`config.mk`:
```
export PLATFORM = sky130hd
export DESIGN_NAME = dla_result_drain
export DESIGN_NICKNAME = d
export VERILOG_FILES = /design/src/rtl/dla_result_drain.sv
export SDC_FILE = /design/constraint.sdc
export NUM_CORES = 1
export LEC_CHECK = 0
export ABC_CLOCK_PERIOD_IN_PS = 2600
export CORE_MARGIN = 2
export CORE_UTILIZATION = 51
export DETAILED_ROUTE_END_ITERATION = 6
export PLACE_DENSITY = 0.81
export SLEW_MARGIN = 40
export SYNTH_ARGS = -nofsm -noshare
export SYNTH_HDL_FRONTEND = slang
export SYNTH_SLANG_ARGS = --single-unit
```
`constraint.sdc`:
```
create_clock -name dla_core_clk -period 2.6 [get_ports dla_core_clk]
set_clock_uncertainty 0.1 [all_clocks]
set_input_delay 0.52 -clock dla_core_clk [delete_from_list [all_inputs] [get_ports dla_core_clk]]
set_output_delay 0.52 -clock dla_core_clk [all_outputs]
set_load 0.02 [all_outputs]
```
`src/rtl/dla_result_drain.sv`:
```
// dla_result_drain
//   Result-side drain for the dla_top dot-product core. Every accepted
//   operand set is tracked through a LAT-deep delay line. When it emerges,
//   result_top is scaled by an arithmetic right shift, saturated to OUT_W
//   bits and pushed into a FIFO. The FIFO drains over a valid/ready stream.
//   A credit counter holds back issue, so a result is never dropped.
//
//   Optional build macro: DLA_DRAIN_ROUND_EN
//     When defined and SHIFT>0, round half up before the shift.
//     When undefined, the shift truncates.
//
// Ports
//   dla_core_clk   in   core clock, rising edge
//   dla_core_rstn  in   synchronous active-low reset
//   flush          in   synchronous clear of tracker, FIFO and credits
//   issue_valid    in   operand set presented to the core
//   issue_ready    out  result slot available (registered decode)
//   result_top     in   RES_W-bit signed dot-product result
//   out_data       out  head-of-FIFO word (first-word-fall-through)
//   out_valid      out  FIFO non-empty
//   out_ready      in   consumer accepts out_data
//   count          out  words currently held in the FIFO
//   sat_flag       out  sticky saturation indicator
//   sat_clr        in   clears sat_flag (a set in the same cycle wins)
module dla_result_drain #(
    parameter int RES_W = 35,
    parameter int OUT_W = 16,
    parameter int DEPTH = 8,
    parameter int LAT   = 3,
    parameter int SHIFT = 0
) (
    input  logic                     dla_core_clk,
    input  logic                     dla_core_rstn,
    input  logic                     flush,
    input  logic                     issue_valid,
    output logic                     issue_ready,
    input  logic [RES_W-1:0]         result_top,
    output logic [OUT_W-1:0]         out_data,
    output logic                     out_valid,
    input  logic                     out_ready,
    output logic [$clog2(DEPTH):0]   count,
    output logic                     sat_flag,
    input  logic                     sat_clr
);

    localparam int AW = $clog2(DEPTH);
    localparam int CW = AW + 1;

`ifdef DLA_DRAIN_ROUND_EN
    // Half of one LSB after the shift; this is zero when SHIFT=0.
    localparam logic signed [RES_W:0] RND = ((RES_W+1)'(1) << SHIFT) >> 1;
`else
    localparam logic signed [RES_W:0] RND = '0;
`endif

    localparam logic signed [RES_W:0] SAT_MAX = {{(RES_W-OUT_W+2){1'b0}}, {(OUT_W-1){1'b1}}};
    localparam logic signed [RES_W:0] SAT_MIN = ~SAT_MAX;

    logic [LAT-1:0]   trk_q;
    logic [LAT-1:0]   trk_d;
    logic [OUT_W-1:0] mem_q [DEPTH];
    logic [AW-1:0]    wr_ptr_q;
    logic [AW-1:0]    rd_ptr_q;
    logic [CW-1:0]    count_q;
    logic [CW-1:0]    resv_q;
    logic             sat_q;

    logic             accept;
    logic             pop;
    logic             cap;
    logic             push;
    logic signed [RES_W:0] ext;
    logic signed [RES_W:0] rnd;
    logic signed [RES_W:0] shf;
    logic             sat_hi;
    logic             sat_lo;
    logic [OUT_W-1:0] word;

    assign issue_ready = (resv_q != CW'(DEPTH));
    assign out_valid   = (count_q != '0);
    // Gated so the port reads zero while the FIFO is empty, including just after reset.
    assign out_data    = out_valid ? mem_q[rd_ptr_q] : '0;
    assign count       = count_q;
    assign sat_flag    = sat_q;

    assign accept = issue_valid & issue_ready;
    assign pop    = out_valid & out_ready;
    assign cap    = trk_q[LAT-1];
    assign push   = cap & ~flush & dla_core_rstn;

    // Shift the accept bit in at the bottom. The top bit drops off as it is consumed.
    assign trk_d = LAT'({trk_q, accept});

    // Extend by one bit so that adding the rounding constant cannot overflow.
    assign ext    = {result_top[RES_W-1], result_top};
    assign rnd    = ext + RND;
    assign shf    = rnd >>> SHIFT;
    assign sat_hi = (shf > SAT_MAX);
    assign sat_lo = (shf < SAT_MIN);
    assign word   = sat_hi ? {1'b0, {(OUT_W-1){1'b1}}} :
                    sat_lo ? {1'b1, {(OUT_W-1){1'b0}}} :
                             shf[OUT_W-1:0];

    always_ff @(posedge dla_core_clk) begin
        if (push) begin
            mem_q[wr_ptr_q] <= word;
        end
    end

    always_ff @(posedge dla_core_clk) begin
        if (!dla_core_rstn) begin
            trk_q    <= '0;
            wr_ptr_q <= '0;
            rd_ptr_q <= '0;
            count_q  <= '0;
            resv_q   <= '0;
            sat_q    <= 1'b0;
        end else if (flush) begin
            // Any accept, capture or pop in this cycle is discarded.
            trk_q    <= '0;
            wr_ptr_q <= '0;
            rd_ptr_q <= '0;
            count_q  <= '0;
            resv_q   <= '0;
            if (sat_clr) begin
                sat_q <= 1'b0;
            end
        end else begin
            trk_q <= trk_d;
            if (cap) begin
                wr_ptr_q <= wr_ptr_q + 1'b1;
            end
            if (pop) begin
                rd_ptr_q <= rd_ptr_q + 1'b1;
            end
            case ({cap, pop})
                2'b10:   count_q <= count_q + 1'b1;
                2'b01:   count_q <= count_q - 1'b1;
                default: count_q <= count_q;
            endcase
            case ({accept, pop})
                2'b10:   resv_q <= resv_q + 1'b1;
                2'b01:   resv_q <= resv_q - 1'b1;
                default: resv_q <= resv_q;
            endcase
            if (cap && (sat_hi || sat_lo)) begin
                sat_q <= 1'b1;
            end else if (sat_clr) begin
                sat_q <= 1'b0;
            end
        end
    end

endmodule

```
# Word-level counts from Yosys, hierarchy flattened
# Memory sizes are Yosys's and may differ from the RTL's. A register that Yosys moved wholly into a read port is not among the register bits.
# Index checks and enable logic that the tools add are counted.
# Widths: inputs -> output; s select.
# classes
addsub	6
order_cmp	2
eq_ne	5
muxes	12
n_bitwise	6
reduce_logical	6
# op_table
cell	count
$mux 16	3
$gt 35x16->1 const B	1
$lt 35x16->1 const B	1
$pmux 4 s2	2
$add 4x1->4 const B	2
$sub 4x1->4 const B	2
$add 3x1->3 const B	2
$mux 3	2
$mux 1	5
$and 1x1->1	4
$eq 2x1->1 const B	2
$eq 2x2->1 const B	2
$ne 4x4->1 const B	1
$reduce_bool 2->1	2
$reduce_bool 4->1	1
$not 1->1	2
$reduce_or 2->1	1
$logic_and 1x1->1	1
$logic_or 1x1->1	1
# totals
ff_bits	18
ramBits	128
inputBits	41
output_inout_bits	23
word_cells	44
n_memories	1
# mem_list
name	words	word_bits	rd	rd_ports_with_merged_regs	write_ports	line	source
mem_q	8	16	1	1	1	61	logic [OUT_W-1:0] mem_q [DEPTH];

# Depth between registers and ports, before layout
# depth
ltp_word	5
ltp_mapped	11
mapped_depth_nobuf	10

# Worst setup path before layout
# OpenSTA, ideal clock, no wires.
# synth_timing
path_type	input port to flip-flop
start	input flush
end	memory mem_q[0][0], enable pin
setup_time_ns	0.409
t_arrival_ns	2.299
required_time_ns	2.091
path_slack_ns	-0.208
cell_stages	4
n_path_buf	1
path_cell_list	nand2b_1 clkbuf_1 or3_1 nor3_1
# synth_between
elab_chain_cells	5
# synth_rtl
item	line	source
start, declared	34	input logic flush,
$not 1->1	89	assign push = cap & ~flush & dla_core_rstn;
$and 1x1->1 (2 in a row)	89	
$mux 1	105	if (push) begin
$mux 1 (not written as such)	106	mem_q[wr_ptr_q] <= word;
end, declared	61	
# No other way between the ends.

==> reports/results.ini <==
[run_status]
status = finished, violations left
violations = negative setup slack

[placed_design]
dpl.hpwl_mm = 7.84
place_ws_ps = -27.4
place_area_mm2 = 0.00721
gp_congestion = 0.756
port_buffers = 63

[sta]
grt_setup_unrepaired = true
final-setup-viol-count = 4
holdWs_ps = 333
fin_crit_sh = 1.01
period_minus_slack_ps = 2620
worst-slew-pin-transition_ps = 551
slew_viol_final = 0
fmax_mhz = 382
relSlewSlack = 0.630
worst_slack_ps = -20.1
hold_viol_final = 0

[cts]
cts_sinks = 149
cts_tree = built
cts_buffers = 17
htreeDepth = 4
insertion_delay_ps = 410
cts_root_buffer = clkbuf_16
cts.path.max_buffers = 2
postCtsHoldBufs = 0
clk_pin_slew_ps = 60

[synth]
synth_top_family_by_area = multiplexers
ys_seq_elements = 149
synth_edf_count = 128
synth.mux.area_fraction = 0.153
synth-simple-area-share = 0.0643
ys_warn_count = 0
synthAdderAreaFrac = 0.0228
ys_seq_area_frac = 0.693
synth_area_leader_cell = edfxtp_1
synth_top_area_share = 0.625
syn_nets = 422
synth_compound_area_frac = 0.0238
postSynthCellCount = 371
avgSynthCellArea_um2 = 16.6
netlist_area_mm2 = 0.00615
synth-main-ff-cell = edfxtp_1
synthXorXnorAreaFrac = 0.0126
ys_top_cells_by_area = edfxtp_1, mux4_2, dfxtp_1
ys_types = 37
async_reset_ff_frac = 0

[power_and_ir_drop]
p_leak_nw = 2.71
seq_power_share = 0.489
p_clk_frac = 0.482
p_comb_frac = 0.029
p_switching_mw = 1.03
p_per_area_mw_per_mm2 = 677
ir_drop_mv = 0.412
swShare = 0.194
internal-power_mw = 4.29

[floorplan]
core_region_area_mm2 = 0.0119
dieArea_mm2 = 0.0130
fp.dieW_um = 114
fp.dieH_um = 114
rows = 40
io_pins = 64
start_util = 0.516

[worst_setup_path]
endpoint_kind = output pin
crit_path_start_kind = flip-flop
cp.arrival_ps = 2000
r2r_cells = 9
crit_type = reg -> out
reg2reg_to = count[3]
max_stage_delay_ps = 490
cp.required_ps = 1980
slowest_stage = mux4_2
r2r_slack_ps = 180
cp-endpoint = out_data[4]
cp_max_fo = 6
r2r-start = count[1]
path_cells = buf_4 -> buf_12 -> mux4_2 -> mux2i_1 -> nor2_1 -> buf_4
crit_top_cell = buf_4

[global_route]
grt_pass1_wl_mm = 19.9
grt_use_total = 0.212
grt.overflow.total = 0
grt_pass1_vias = 3751
antenna_found_initial = 0
grt_max_degree = 33

[detailed_routing]
drtIter0Drc = 270
first_pass_iters = 4
routed_wl_mm = 12.6
drc = 0
avgRoutedWirePerCell_um = 20.2
viasPerCell = 5.56
vias = 3481
drt.antenna.violating_nets = 0

[flow_run]
drv_cap = 0

[layout]
layout.nets = 517
area_growth_pct = 27.8
drive_gt1_frac = 0.261
antenna_cells = 0
fin_area_mm2 = 0.00786

[hold_path]
hp-class = reg -> reg
hp-start = trk_q[1]
holdPathStages = 1

-- cell families (layout without fill, tap and decap cells) --
| kind of cell | Yosys count | after routing |
|---|---|---|
| AOI/OAI and AO/OA | 27 | 27 |
| xor gates and xnor gates | 8 | 8 |
| adders and majority gates | 10 | 10 |
| buffers and inverters | 42 | 150 |
| DFF | 149 | 149 |
| muxes | 54 | 54 |
| and+or+nand+nor | 81 | 81 |
-- cell usage after synthesis (3+ instances only) --
library cell and number:
clkbuf_1 5, nand4_1 5, edfxtp_1 128, o21ai_1 16, buf_4 3, inv_1 22, dfxtp_1 21, nor2_1 45
nand3_1 4, buf_1 4, nand2b_1 5, mux2i_1 22, a21oi_1 7, mux4_2 32, buf_2 4, xor2_1 6
nand2_1 5, nor4_1 5, ha_1 8
-- layout by cell type (no fill, tap or decap), types with 16 or more instances in the layout --
master,synthesis,final
edfxtp_1,128,128
clkdlybuf4s50_1,0,47
nor2_1,45,45
mux4_2,32,32
inv_1,22,22
mux2i_1,22,22
buf_4,3,22
dfxtp_1,21,17
clkbuf_16,0,17
o21ai_1,16,16
-- state kept, by name, indices dropped and copies added, names as in the netlist, named ones only --
signal and cells:
count 4, resv_q 4, wr_ptr_q 3, rd_ptr_q 3
mem_q 128, sat_flag 1, trk_q 3
-- power by group through the flow --
| stage | clock [mW] | combinational, mW | sequential (mW) |
|---|---|---|---|
| 6_report | 2.56 | 0.154 | 2.60 |
| 5_1_grt | 2.68 | 0.169 | 2.60 |
| 4_1_cts | 2.59 | 0.154 | 2.60 |
| 3_5_place_dp | 0 | 0.153 | 2.65 |
| 3_3_place_gp | 0 | 0.146 | 2.65 |
| 2_1_floorplan | 0 | 0.0543 | 2.65 |
-- critical path, delay by kind of cell (launching register included) --
family,cells,cell delay [ps]
mux,2,640
buf+inv,3,450
flops,1,420
simple gates,1,90
-- final cells by class --
cell class                      count  area [µm²]
Timing Repair Buffer               94         966
Clock buffer                       17         425
Tap cell                          147         184
Clock inverter                     15         204
Sequential cell                   149        4270
Multi-Input combinational cell    180        1720
Inverter                           24        90.1
Fill cell                         826        4050
-- metal layers --
layer / vias up / part of all wire / global-route usage
li1: 1615 / - / -
met1: 1714 / 0.40 / 0.255
met2: 139 / 0.53 / 0.377
met3: 13 / 0.066 / 0.0579
met4: 0 / 0.012 / 0.0602
met5: - / 0 / 0
-- worst min path at each step --
stage	end	slack [ps]
after floorplan	trk_q[1]	310
after global placement	trk_q[1]	320
after detailed placement	trk_q[2]	320
after CTS	trk_q[2]	340
after global routing	trk_q[2]	360
final	trk_q[2]	330
-- what timing repair did --
item                       4_1_cts  5_1_grt
setup buffers                    1        1
pin swaps                        0        2
gates cloned                     2        0
resized for setup               67        5
setup endpoints to repair       16       15
-- metrics by stage --
stage	TNS, ps	power [mW]	util	std cells
floorplan	0	2.71	-	371
CTS	-64.3	5.34	0.660	625
global route	-730	5.45	0.660	626
finish	-44.5	5.32	0.660	626
global placement	0	2.80	0.605	590
detailed placement	-409	2.81	0.605	590
(Power assumes the default switching activity.)
